[src/rtl/ctrl_pkg.sv]
// Shared definitions for the multicycle ARM-subset controller:
// FSM states, ALU control codes, opcode/condition/command encodings.
package ctrl_pkg;

  typedef enum logic [3:0] {
    FETCH, DECODE, MEMADR, MEMRD, MEMWB, MEMWR, EXECR, EXECI, ALUWB, BRANCH
  } state_t;

  localparam logic [2:0] ALU_ADD = 3'b000;
  localparam logic [2:0] ALU_SUB = 3'b001;
  localparam logic [2:0] ALU_AND = 3'b010;
  localparam logic [2:0] ALU_ORR = 3'b011;
  localparam logic [2:0] ALU_EOR = 3'b100;
  localparam logic [2:0] ALU_MOV = 3'b101;

  localparam logic [1:0] OP_DP  = 2'b00;
  localparam logic [1:0] OP_MEM = 2'b01;
  localparam logic [1:0] OP_BR  = 2'b10;

  localparam logic [3:0] COND_EQ = 4'b0000;
  localparam logic [3:0] COND_NE = 4'b0001;
  localparam logic [3:0] COND_CS = 4'b0010;
  localparam logic [3:0] COND_CC = 4'b0011;
  localparam logic [3:0] COND_MI = 4'b0100;
  localparam logic [3:0] COND_PL = 4'b0101;
  localparam logic [3:0] COND_VS = 4'b0110;
  localparam logic [3:0] COND_VC = 4'b0111;
  localparam logic [3:0] COND_HI = 4'b1000;
  localparam logic [3:0] COND_LS = 4'b1001;
  localparam logic [3:0] COND_GE = 4'b1010;
  localparam logic [3:0] COND_LT = 4'b1011;
  localparam logic [3:0] COND_GT = 4'b1100;
  localparam logic [3:0] COND_LE = 4'b1101;
  localparam logic [3:0] COND_AL = 4'b1110;
  localparam logic [3:0] COND_NV = 4'b1111;

  localparam logic [3:0] CMD_AND = 4'b0000;
  localparam logic [3:0] CMD_EOR = 4'b0001;
  localparam logic [3:0] CMD_SUB = 4'b0010;
  localparam logic [3:0] CMD_ADD = 4'b0100;
  localparam logic [3:0] CMD_CMP = 4'b1010;
  localparam logic [3:0] CMD_CMN = 4'b1011;
  localparam logic [3:0] CMD_ORR = 4'b1100;
  localparam logic [3:0] CMD_MOV = 4'b1101;

endpackage

[src/rtl/cond_unit.sv]
// NZCV flag register with per-group write mask, plus condition evaluation
// of the instruction's cond field against the registered flags.
module cond_unit
  import ctrl_pkg::*;
(
  input  logic       clk,
  input  logic       rst_n,
  input  logic [3:0] cond,
  input  logic [3:0] alu_flags,
  input  logic [1:0] flag_w,     // [1] writes N/Z, [0] writes C/V
  input  logic       flag_en,
  output logic [3:0] flags,
  output logic       cond_ex
);

  logic n, z, c, v;
  assign {n, z, c, v} = flags;

  always_ff @(posedge clk) begin
    if (!rst_n) begin
      flags <= 4'b0000;
    end else if (flag_en) begin
      if (flag_w[1]) flags[3:2] <= alu_flags[3:2];
      if (flag_w[0]) flags[1:0] <= alu_flags[1:0];
    end
  end

  always_comb begin
    cond_ex = 1'b0;
    case (cond)
      COND_EQ: cond_ex = z;
      COND_NE: cond_ex = !z;
      COND_CS: cond_ex = c;
      COND_CC: cond_ex = !c;
      COND_MI: cond_ex = n;
      COND_PL: cond_ex = !n;
      COND_VS: cond_ex = v;
      COND_VC: cond_ex = !v;
      COND_HI: cond_ex = c && !z;
      COND_LS: cond_ex = !c || z;
      COND_GE: cond_ex = (n == v);
      COND_LT: cond_ex = (n != v);
      COND_GT: cond_ex = !z && (n == v);
      COND_LE: cond_ex = z || (n != v);
      COND_AL: cond_ex = 1'b1;
      default: cond_ex = 1'b0;
    endcase
  end

endmodule

[src/rtl/multicycle_controller.sv]
// Multicycle control FSM and instruction decode for the ARM-subset core.
//   state  | meaning
//   FETCH  | read instruction, PC <= PC+4 on MemReady
//   DECODE | read registers, PC+8 on ALU, evaluate condition
//   MEMADR | compute load/store address (base +/- offset)
//   MEMRD  | load data read, wait for MemReady
//   MEMWB  | write loaded data to Rd
//   MEMWR  | store data write, wait for MemReady
//   EXECR  | data-processing with register operand
//   EXECI  | data-processing with immediate operand
//   ALUWB  | write ALU result to Rd
//   BRANCH | PC <= branch target
module multicycle_controller
  import ctrl_pkg::*;
#(
  parameter int ALUCTRL_W     = 3,
  parameter int MEM_HANDSHAKE = 1
) (
  input  logic                 clk,
  input  logic                 rst_n,
  input  logic [31:0]          Instr,
  input  logic [3:0]           ALUFlags,
  input  logic                 MemReady,
  output logic                 PCWrite,
  output logic                 IRWrite,
  output logic                 RegWrite,
  output logic                 MemWrite,
  output logic                 AdrSrc,
  output logic [1:0]           ResultSrc,
  output logic [1:0]           ALUSrcA,
  output logic [1:0]           ALUSrcB,
  output logic [1:0]           ImmSrc,
  output logic [1:0]           RegSrc,
  output logic [ALUCTRL_W-1:0] ALUControl,
  output logic [3:0]           Flags,
  output logic                 Illegal
);

  state_t      state, state_n;
  logic [3:0]  cond, cmd, rd;
  logic [1:0]  op;
  logic [5:0]  funct;
  logic        mem_rdy, cond_ex;
  logic [2:0]  dp_alu, alu_ctrl;
  logic        dp_ok, no_write, logic_op;
  logic [1:0]  flag_w;
  logic        pc_write, ir_write, reg_write, mem_write, flag_en, illegal;
  logic        unused_instr;

  assign cond  = Instr[31:28];
  assign op    = Instr[27:26];
  assign funct = Instr[25:20];
  assign rd    = Instr[15:12];
  assign cmd   = funct[4:1];
  assign unused_instr = ^{Instr[19:16], Instr[11:0]};

  assign mem_rdy = (MEM_HANDSHAKE != 0) ? MemReady : 1'b1;

  always_comb begin
    dp_alu   = ALU_ADD;
    dp_ok    = 1'b1;
    no_write = 1'b0;
    logic_op = 1'b0;
    flag_w   = 2'b00;
    case (cmd)
      CMD_ADD: dp_alu = ALU_ADD;
      CMD_SUB: dp_alu = ALU_SUB;
      CMD_AND: begin dp_alu = ALU_AND; logic_op = 1'b1; end
      CMD_ORR: begin dp_alu = ALU_ORR; logic_op = 1'b1; end
      CMD_EOR: begin dp_alu = ALU_EOR; logic_op = 1'b1; dp_ok = (ALUCTRL_W > 2); end
      CMD_MOV: begin dp_alu = ALU_MOV; logic_op = 1'b1; dp_ok = (ALUCTRL_W > 2); end
      CMD_CMP: begin dp_alu = ALU_SUB; no_write = 1'b1; end
      CMD_CMN: begin dp_alu = ALU_ADD; no_write = 1'b1; end
      default: dp_ok = 1'b0;
    endcase
    // logical ops leave C and V untouched
    if (funct[0] || no_write) flag_w = logic_op ? 2'b10 : 2'b11;
  end

  cond_unit u_cond (
    .clk       (clk),
    .rst_n     (rst_n),
    .cond      (cond),
    .alu_flags (ALUFlags),
    .flag_w    (flag_w),
    .flag_en   (flag_en),
    .flags     (Flags),
    .cond_ex   (cond_ex)
  );

  always_ff @(posedge clk) begin
    if (!rst_n) state <= FETCH;
    else        state <= state_n;
  end

  always_comb begin
    state_n   = state;
    pc_write  = 1'b0;
    ir_write  = 1'b0;
    reg_write = 1'b0;
    mem_write = 1'b0;
    flag_en   = 1'b0;
    illegal   = 1'b0;
    AdrSrc    = 1'b0;
    ResultSrc = 2'b00;
    ALUSrcA   = 2'b00;
    ALUSrcB   = 2'b00;
    alu_ctrl  = ALU_ADD;
    case (state)
      FETCH: begin
        ALUSrcA = 2'b01; ALUSrcB = 2'b10; ResultSrc = 2'b10;
        if (mem_rdy) begin
          ir_write = 1'b1; pc_write = 1'b1; state_n = DECODE;
        end
      end
      DECODE: begin
        ALUSrcA = 2'b01; ALUSrcB = 2'b10;
        state_n = FETCH;
        // NV is undefined rather than never-executed
        if (cond == COND_NV) illegal = 1'b1;
        else if (cond_ex) begin
          case (op)
            OP_MEM:  state_n = MEMADR;
            OP_BR:   state_n = BRANCH;
            OP_DP:   if (!dp_ok) illegal = 1'b1;
                     else state_n = funct[5] ? EXECI : EXECR;
            default: illegal = 1'b1;
          endcase
        end
      end
      MEMADR: begin
        ALUSrcB  = 2'b01;
        alu_ctrl = funct[3] ? ALU_ADD : ALU_SUB;
        state_n  = funct[0] ? MEMRD : MEMWR;
      end
      MEMRD: begin
        AdrSrc = 1'b1;
        if (mem_rdy) state_n = MEMWB;
      end
      MEMWB: begin
        ResultSrc = 2'b01; reg_write = 1'b1; pc_write = (rd == 4'hF);
        state_n = FETCH;
      end
      MEMWR: begin
        AdrSrc = 1'b1; mem_write = 1'b1;
        if (mem_rdy) state_n = FETCH;
      end
      EXECR, EXECI: begin
        ALUSrcB  = (state == EXECI) ? 2'b01 : 2'b00;
        alu_ctrl = dp_alu;
        flag_en  = 1'b1;
        state_n  = no_write ? FETCH : ALUWB;
      end
      ALUWB: begin
        reg_write = 1'b1; pc_write = (rd == 4'hF);
        state_n = FETCH;
      end
      BRANCH: begin
        ALUSrcB = 2'b01; ResultSrc = 2'b10; pc_write = 1'b1;
        state_n = FETCH;
      end
      default: state_n = FETCH;
    endcase
  end

  always_comb begin
    ImmSrc = 2'b00;
    RegSrc = 2'b00;
    case (op)
      OP_MEM:  begin ImmSrc = 2'b01; RegSrc = funct[0] ? 2'b00 : 2'b10; end
      OP_BR:   begin ImmSrc = 2'b10; RegSrc = 2'b01; end
      default: begin ImmSrc = 2'b00; RegSrc = 2'b00; end
    endcase
  end

  assign ALUControl = alu_ctrl[ALUCTRL_W-1:0];

  // reset overrides every strobe, including the FETCH defaults
  assign PCWrite  = rst_n & pc_write;
  assign IRWrite  = rst_n & ir_write;
  assign RegWrite = rst_n & reg_write;
  assign MemWrite = rst_n & mem_write;
  assign Illegal  = rst_n & illegal;

endmodule

[config.mk]
export PLATFORM = sky130hd
export DESIGN_NAME = multicycle_controller
export DESIGN_NICKNAME = d
export VERILOG_FILES = /design/src/rtl/ctrl_pkg.sv /design/src/rtl/cond_unit.sv /design/src/rtl/multicycle_controller.sv
export SDC_FILE = /design/constraint.sdc
export NUM_CORES = 1
export LEC_CHECK = 0
export CAP_MARGIN = 15
export CORE_MARGIN = 2
export CORE_UTILIZATION = 42
export CTS_CLUSTER_DIAMETER = 80
export DETAILED_ROUTE_END_ITERATION = 10
export PLACE_DENSITY = 0.93
export SYNTH_ARGS = -nofsm -noshare
export SYNTH_HDL_FRONTEND = slang
export SYNTH_HIERARCHICAL = 1
export SYNTH_SLANG_ARGS = --single-unit
[constraint.sdc]
create_clock -name clk -period 3.53 [get_ports clk]
set_clock_uncertainty 0.2 [all_clocks]
set_input_delay 1.059 -clock clk [delete_from_list [all_inputs] [get_ports clk]]
set_output_delay 1.059 -clock clk [all_outputs]
set_load 0.005 [all_outputs]
==> results of run 1 <==
-- power by group through the flow --
stage,registers [mW],logic (mW),clock network (mW)
2_1_floorplan,0.0946,0.0580,0
3_3_place_gp,0.0984,0.118,0
3_5_place_dp,0.0986,0.121,0
4_1_cts,0.0966,0.120,0.0737
5_1_grt,0.0972,0.136,0.0761
6_report,0.0968,0.125,0.0744
-- metal layers --
metal / part of all wire, % / wire length [um] / GRT usage (%) / up-vias
met3: 6.0 / 207 / 2.34 / 6
met4: 1.5 / 51 / 10.1 / 0
li1: - / - / - / 678
met2: 51 / 1740 / 39.1 / 67
met5: 0 / 0 / 0 / -
met1: 42 / 1430 / 28.3 / 650
-- flip-flops by register name, indices dropped and copies added, names as in the netlist --
| register | cells |
|---|---|
| state | 4 |
| u_cond/flags | 4 |
-- how the worst max path moves through the flow --
stage               from  endpoint  slack (ns)  cells after the start
2_1_floorplan  Instr[23]   Illegal        0.34                      5
6_report       Instr[31]   Illegal        0.02                      8
5_1_grt        Instr[31]   Illegal       -0.03                      8
4_1_cts        Instr[31]   Illegal       -0.21                      8
3_5_place_dp   Instr[30]   Illegal       -0.79                      8
3_3_place_gp   Instr[31]   Illegal       -0.77                      8
-- Yosys cell counts, types with 4 or more instances --
library cell,n
a21boi_1,5
dfxtp_1,8
nand2_1,18
buf_2,7
nand3_1,8
a21oi_1,9
inv_1,6
o21ai_0,4
nor4_1,4
ha_1,6
nand2b_1,8
nor2b_1,4
nor2_1,16
nor3_1,9
-- logic make-up (layout without fill, tap and decap cells) --
family,count (synthesis),in the layout
compound gates,35,35
xor+xnor,5,5
fa+ha+maj,6,6
buf+inv,19,75
flops,8,8
mux,4,4
other cells,1,1
simple gates,81,81
-- worst min-delay path, cell delays in order (launching register included) --
cell	delay [ns]
dfxtp_1	0.35
nand2_1	0.08
a21boi_1	0.06
-- final cells by class --
| cell class | instances | area, sq um | area share, % |
|---|---|---|---|
| multi-input cells | 132 | 867 | 51.7 |
| flip-flops and latches | 8 | 160 | 9.55 |
| repair buffers | 65 | 564 | 33.6 |
| clock buffers | 3 | 22.5 | 1.34 |
| well taps | 30 | 37.5 | 2.24 |
| inverters | 7 | 26.3 | 1.57 |
-- what timing repair did --
| item | 4_1_cts | 5_1_grt |
|---|---|---|
| buffers inserted | 0 | 1 |
| resized for setup | 37 | 22 |
| pin swaps | 7 | 6 |
| setup endpoints to repair | 12 | 9 |
-- metrics by stage --
step	TNS [ns]	total power [mW]	util, %	hold slack, ns
6_report	0	0.296	67.1	0.336
5_1_grt	-0.0298	0.310	67.1	0.357
4_1_cts	-0.206	0.291	67.0	0.335
3_5_place_dp	-3.42	0.220	66.1	0.327
3_3_place_gp	-3.24	0.216	66.1	0.293
2_1_floorplan	0	0.153	-	0.283
==> impl_metrics.csv, run 1 <==
group,metric,value,unit
sta,hold_viol,0,
synth,synth_flop_cell,"dfxtp_1",
sta,rsz0062_at_grt,"true",
synth,synth_edf_count,0,
global_route,grt_pass1_vias,1367,
placed_design,gp_congestion,0.900,
job,maxCapViolCount,0,
setup_path,rr_endpoint,"state[0]$_SDFFE_PN0P_",
hold_path,hold_path_depth,2,
synth,netlist_area,1110,sq um
hold_path,holdPathEnd,"u_cond/flags[1]$_SDFFE_PN0P_",
synth,synth_fa_ha_area_share,6.77,%
synth,synthArstFlopShare,0,%
setup_path,path_buf_inv,2,
pwr,ir_drop,0.154,mV
sta,min_period,3.51,ns
synth,synth_fp_nets,204,
hold_path,hold_class,"register to register",
synth,yosysUniqueCellTypes,44,
floorplanning,initial_core_util,44.3,%
pwr,leakage,0.758,nW
synth,yosysWarnings,6,
pwr,p_per_area,177,nW/um^2
synth,ys_seq_area_share,14.4,%
synth,synth.top_cell.area_share,14.4,%
setup_path,cp_max_fo,11,
global_route,antenna_found_initial,0,
clocking,cts-root-buf,"clkbuf_4",
sta,max-slew-margin-rel,58.0,%
setup_path,r2r_slack,1.30,ns
floorplanning,io_pins,62,
clocking,cts.clk_slew.worst_paths,0.06,ns
drt,postRouteAntennaNets,0,
synth,synth_seq_cells,8,
pwr,pwr-share-clk,25.1,%
finish,final_common_cell,"clkdlybuf4s50_1",
drt,drtIter0Drc,62,
clocking,cts_hold_buf,0,
clocking,htreeDepth,1,
pwr,netSwitchingFraction,32.5,%
synth,synth_top_family_by_area,"simple AND/OR/NAND/NOR gates",
pwr,intPower,0.200,mW
floorplanning,dieHeight,55.4,um
setup_path,critPathTopFamily,"simple AND/OR/NAND/NOR gates",
synth,avgSynthCellArea,6.97,sq um
global_route,grt_max_degree,18,
placed_design,place_area,1650,sq um
drt,post_drt_wl_per_cell,14.0,um
clocking,cts.path.max_buffers,2,
finish,syn2layout_area_growth,51.4,%
hold_path,worst_hold_startpoint,"u_cond/flags[1]$_SDFFE_PN0P_",
drt,drc_errors,0,
drt,viasPerCell,5.72,
sta,worstMarginPinSlew,0.629,ns
global_route,track_usage,22.7,%
sta,period_share,99.5,%
sta,slew_viol_final,0,
global_route,grt_pass1_wl,5890,um
finish,fill_cells,202,
synth,muxShareOfSynthArea,3.72,%
setup_path,start_kind,"primary input",
finish,antenna-diode-count,0,
finish,post_route_cells_drive_above_1_share,21.4,%
clocking,cts_tree,"built",
setup_path,r2r_cells,9,
clocking,cts_buffers,3,
setup_path,worstPathCellList,"buf_4 -> and3b_1 -> a22oi_2 -> mux2i_1 -> nand4_1 -> nand3_1 -> a21oi_1 -> buf_2",
floorplanning,design.core.area,2500,sq um
synth,syn-instance-count,159,
drt,first_pass_iters,4,
synth,yosys-top-cells-area,"dfxtp_1 14%, ha_1 6.8%, nand2_1 6.1%",
setup_path,slowest_stage,"mux2i_1",
sta,fmax,0.285,GHz
finish,fin_nets,262,
finish,layoutNonFillerInstCount,245,
setup_path,critical_path_required,2.27,ns
run_status,outcome,"completed",
finish,final_cell_mix,"24 x clkdlybuf4s50_1, 21 x buf_4, 18 x nand2_1",
setup_path,worstPathArrival,2.25,ns
sta,setup_viol,0,
sta,timing.final.ws_setup,0.0189,ns
pwr,p_comb_share,42.2,%
synth,synth-compound-area-share,22.3,%
floorplanning,fp.dieW,55.4,um
placed_design,io_buffers,44,
setup_path,max_stage_delay,0.21,ns
pwr,p_switching,0.0963,mW
synth,synth_simple_gate_area_share,38.5,%
drt,routed_wl,3430,um
setup_path,critPathKind,"primary input to primary output",
clocking,clk_latency,0.26,ns
floorplanning,die_area,3070,sq um
global_route,grt.overflow.total,0,
clocking,clock_sinks,8,
floorplanning,num_rows,18,
setup_path,cp-end-kind,"primary output",
placed_design,dp_cells,241,
placed_design,hpwl,2460,um
synth,synth_xor_area_share,3.95,%
setup_path,worstReg2RegStart,"u_cond/flags[3]$_SDFFE_PN0P_",
finish,fin_area,1680,sq um
placed_design,place_worst_setup_slack,-0.788,ns
drt,vias,1401,
synth,synth.largest_area_cell,"dfxtp_1",
pwr,sequentialPowerShare,32.7,%
Power figures use the tool's default switching activity.
==> run 2: changes to the inputs <==
- CAP_MARGIN: 15 -> 25
- MAX_ROUTING_LAYER: unset -> met4
==> run 2 against run 1 <==
- first-iteration DRC count fell by 8.1%
- critical path depth stayed put
- worst setup slack improved by 0.0012 ns
- clock-buffer cell count unchanged
- utilization is the same
- routed wire length rose by 0.32%
- die area unchanged
- hold slack lost 0.0041 ns
- sequential share of layout area did not move
- power rose by 0.40%
- largest cell class unchanged
- highest routed layer unchanged
==> impl_metrics.csv, run 2 (synthesis gave the netlist of run 1 again) <==
group,metric,value,unit
clocking,cts_hold_buf,0,
pwr,intPower,0.200,mW
floorplanning,fp.dieW,55.4,um
drt,drc_errors,0,
setup_path,max_stage_delay,0.21,ns
finish,post_route_cells_drive_above_1_share,21.4,%
finish,final_common_cell,"clkdlybuf4s50_1",
finish,layoutNonFillerInstCount,245,
placed_design,gp_congestion,0.915,
setup_path,cp_max_fo,11,
setup_path,worstPathCellList,"buf_4 -> and3b_1 -> a22oi_2 -> mux2i_1 -> nand4_1 -> nand3_1 -> a21oi_1 -> buf_2",
finish,fill_cells,202,
setup_path,cp-startpoint,"Instr[31]",
drt,drtIter0Drc,57,
global_route,grt_pass1_wl,5890,um
sta,timing.final.ws_setup,0.0201,ns
global_route,grt.overflow.total,0,
finish,antenna-diode-count,0,
floorplanning,num_rows,18,
finish,regArea,160,sq um
pwr,netSwitchingFraction,32.8,%
sta,worst_hold_slack,0.332,ns
setup_path,worstPathArrival,2.25,ns
floorplanning,io_pins,62,
floorplanning,die_area,3070,sq um
global_route,grt_pass1_vias,1370,
placed_design,dp_cells,241,
finish,multi_input_area,867,sq um
global_route,grt_max_degree,18,
finish,fin_nets,262,
clocking,cts_buffers,3,
setup_path,slowest_stage,"mux2i_1",
floorplanning,design.core.area,2500,sq um
sta,min_period,3.51,ns
drt,routed_wl,3440,um
clocking,cts-root-buf,"clkbuf_4",
setup_path,r2r_cells,9,
finish,reg_top3,"state: 4 flops, u_cond/flags: 4 flops",
sta,rsz0062_at_grt,"true",
setup_path,critPathKind,"primary input to primary output",
finish,syn2layout_area_growth,51.4,%
clocking,cts.clk_slew.worst_paths,0.06,ns
job,maxCapViolCount,0,
setup_path,start_kind,"primary input",
drt,postRouteAntennaNets,0,
pwr,ir_drop,0.154,mV
pwr,power,0.297,mW
setup_path,rr_endpoint,"state[0]$_SDFFE_PN0P_",
sta,hold_viol,0,
placed_design,hpwl,2460,um
run_status,outcome,"completed",
pwr,sequentialPowerShare,32.6,%
clocking,cts_tree,"built",
sta,setup_viol,0,
setup_path,critical_path.endpoint,"Illegal",
setup_path,worstReg2RegStart,"u_cond/flags[3]$_SDFFE_PN0P_",
global_route,track_usage,23.3,%
pwr,p_per_area,177,nW/um^2
finish,final_cell_mix,"24 x clkdlybuf4s50_1, 21 x buf_4, 18 x nand2_1",
clocking,htreeDepth,1,
floorplanning,dieHeight,55.4,um
placed_design,io_buffers,44,
drt,post_drt_wl_per_cell,14.0,um
sta,tns,0,ns
global_route,antenna_found_initial,0,
pwr,p_switching,0.0974,mW
clocking,clk_latency,0.26,ns
hold_path,worst_hold_startpoint,"u_cond/flags[1]$_SDFFE_PN0P_",
setup_path,r2r_slack,1.30,ns
setup_path,critical_path_required,2.27,ns
sta,period_share,99.4,%
pwr,p_comb_share,42.0,%
drt,viasPerCell,5.69,
sta,slew_viol_final,0,
sta,max-slew-margin-rel,57.8,%
drt,vias,1395,
pwr,pwr-share-clk,25.4,%
placed_design,place_worst_setup_slack,-0.788,ns
sta,worstMarginPinSlew,0.632,ns
drt,first_pass_iters,4,
floorplanning,initial_core_util,44.3,%
clocking,clock_sinks,8,
hold_path,hold_class,"register to register",
setup_path,cp-end-kind,"primary output",
sta,fmax,0.285,GHz
pwr,leakage,0.758,nW
clocking,cts.path.max_buffers,2,
-- run 2: cell counts in the layout (fill, tap and decap cells not counted) --
Identical to the previous run, type by type.
-- run 2: worst min path at each step --
| stage | endpoint | slack (ns) | cells past startpoint |
|---|---|---|---|
| 2_1_floorplan | u_cond/flags[1]$_SDFFE_PN0P_ | 0.28 | 2 |
| 3_3_place_gp | u_cond/flags[1]$_SDFFE_PN0P_ | 0.29 | 2 |
| 3_5_place_dp | u_cond/flags[1]$_SDFFE_PN0P_ | 0.33 | 2 |
| 4_1_cts | u_cond/flags[1]$_SDFFE_PN0P_ | 0.33 | 2 |
| 5_1_grt | u_cond/flags[1]$_SDFFE_PN0P_ | 0.36 | 2 |
| 6_report | u_cond/flags[1]$_SDFFE_PN0P_ | 0.33 | 2 |
-- run 2: worst max-delay path: cells and delay by family --
family	cells	cell delay [ns]
AOI/OAI and AO/OA	2	0.19
and+or+nand+nor	3	0.51
muxes	1	0.21
buffers and inverters	2	0.28
-- run 2: metal layers --
metal / part of all wire (%) / vias to the layer above / global-route usage [%]
met5: 0 / - / -
met4: 1.5 / 0 / 10.1
met3: 6.3 / 6 / 2.34
met2: 51 / 69 / 39.6
met1: 42 / 640 / 27.7
li1: - / 680 / -
-- run 2: area by class of cell --
cell class / instances / area share (%)
Clock buffer: 3 / 1.34
Tap cell: 30 / 2.24
Timing Repair Buffer: 65 / 33.6
Sequential cell: 8 / 9.55
Multi-Input combinational cell: 132 / 51.7
Inverter: 7 / 1.57
-- run 2: what timing repair did --
item / 4_1_cts / 5_1_grt
cloned: 0 / 0
buffers inserted: 0 / 1
pin swaps: 7 / 6
resized for setup: 37 / 22
setup endpoints to repair: 12 / 9
-- run 2: power by group through the flow --
stage / Clock (mW) / Combinational, mW / Sequential (mW)
floorplan: 0 / 0.0580 / 0.0946
finish: 0.0755 / 0.125 / 0.0969
global placement: 0 / 0.118 / 0.0984
detailed placement: 0 / 0.121 / 0.0986
CTS: 0.0737 / 0.120 / 0.0966
global route: 0.0761 / 0.136 / 0.0972
-- run 2: stage by stage --
stage / cell area, sq um / utilization, %
detailed placement: 1650 / 66.1
global route: 1680 / 67.1
CTS: 1680 / 67.0
finish: 1680 / 67.1
global placement: 1650 / 66.1
floorplan: 1110 / -
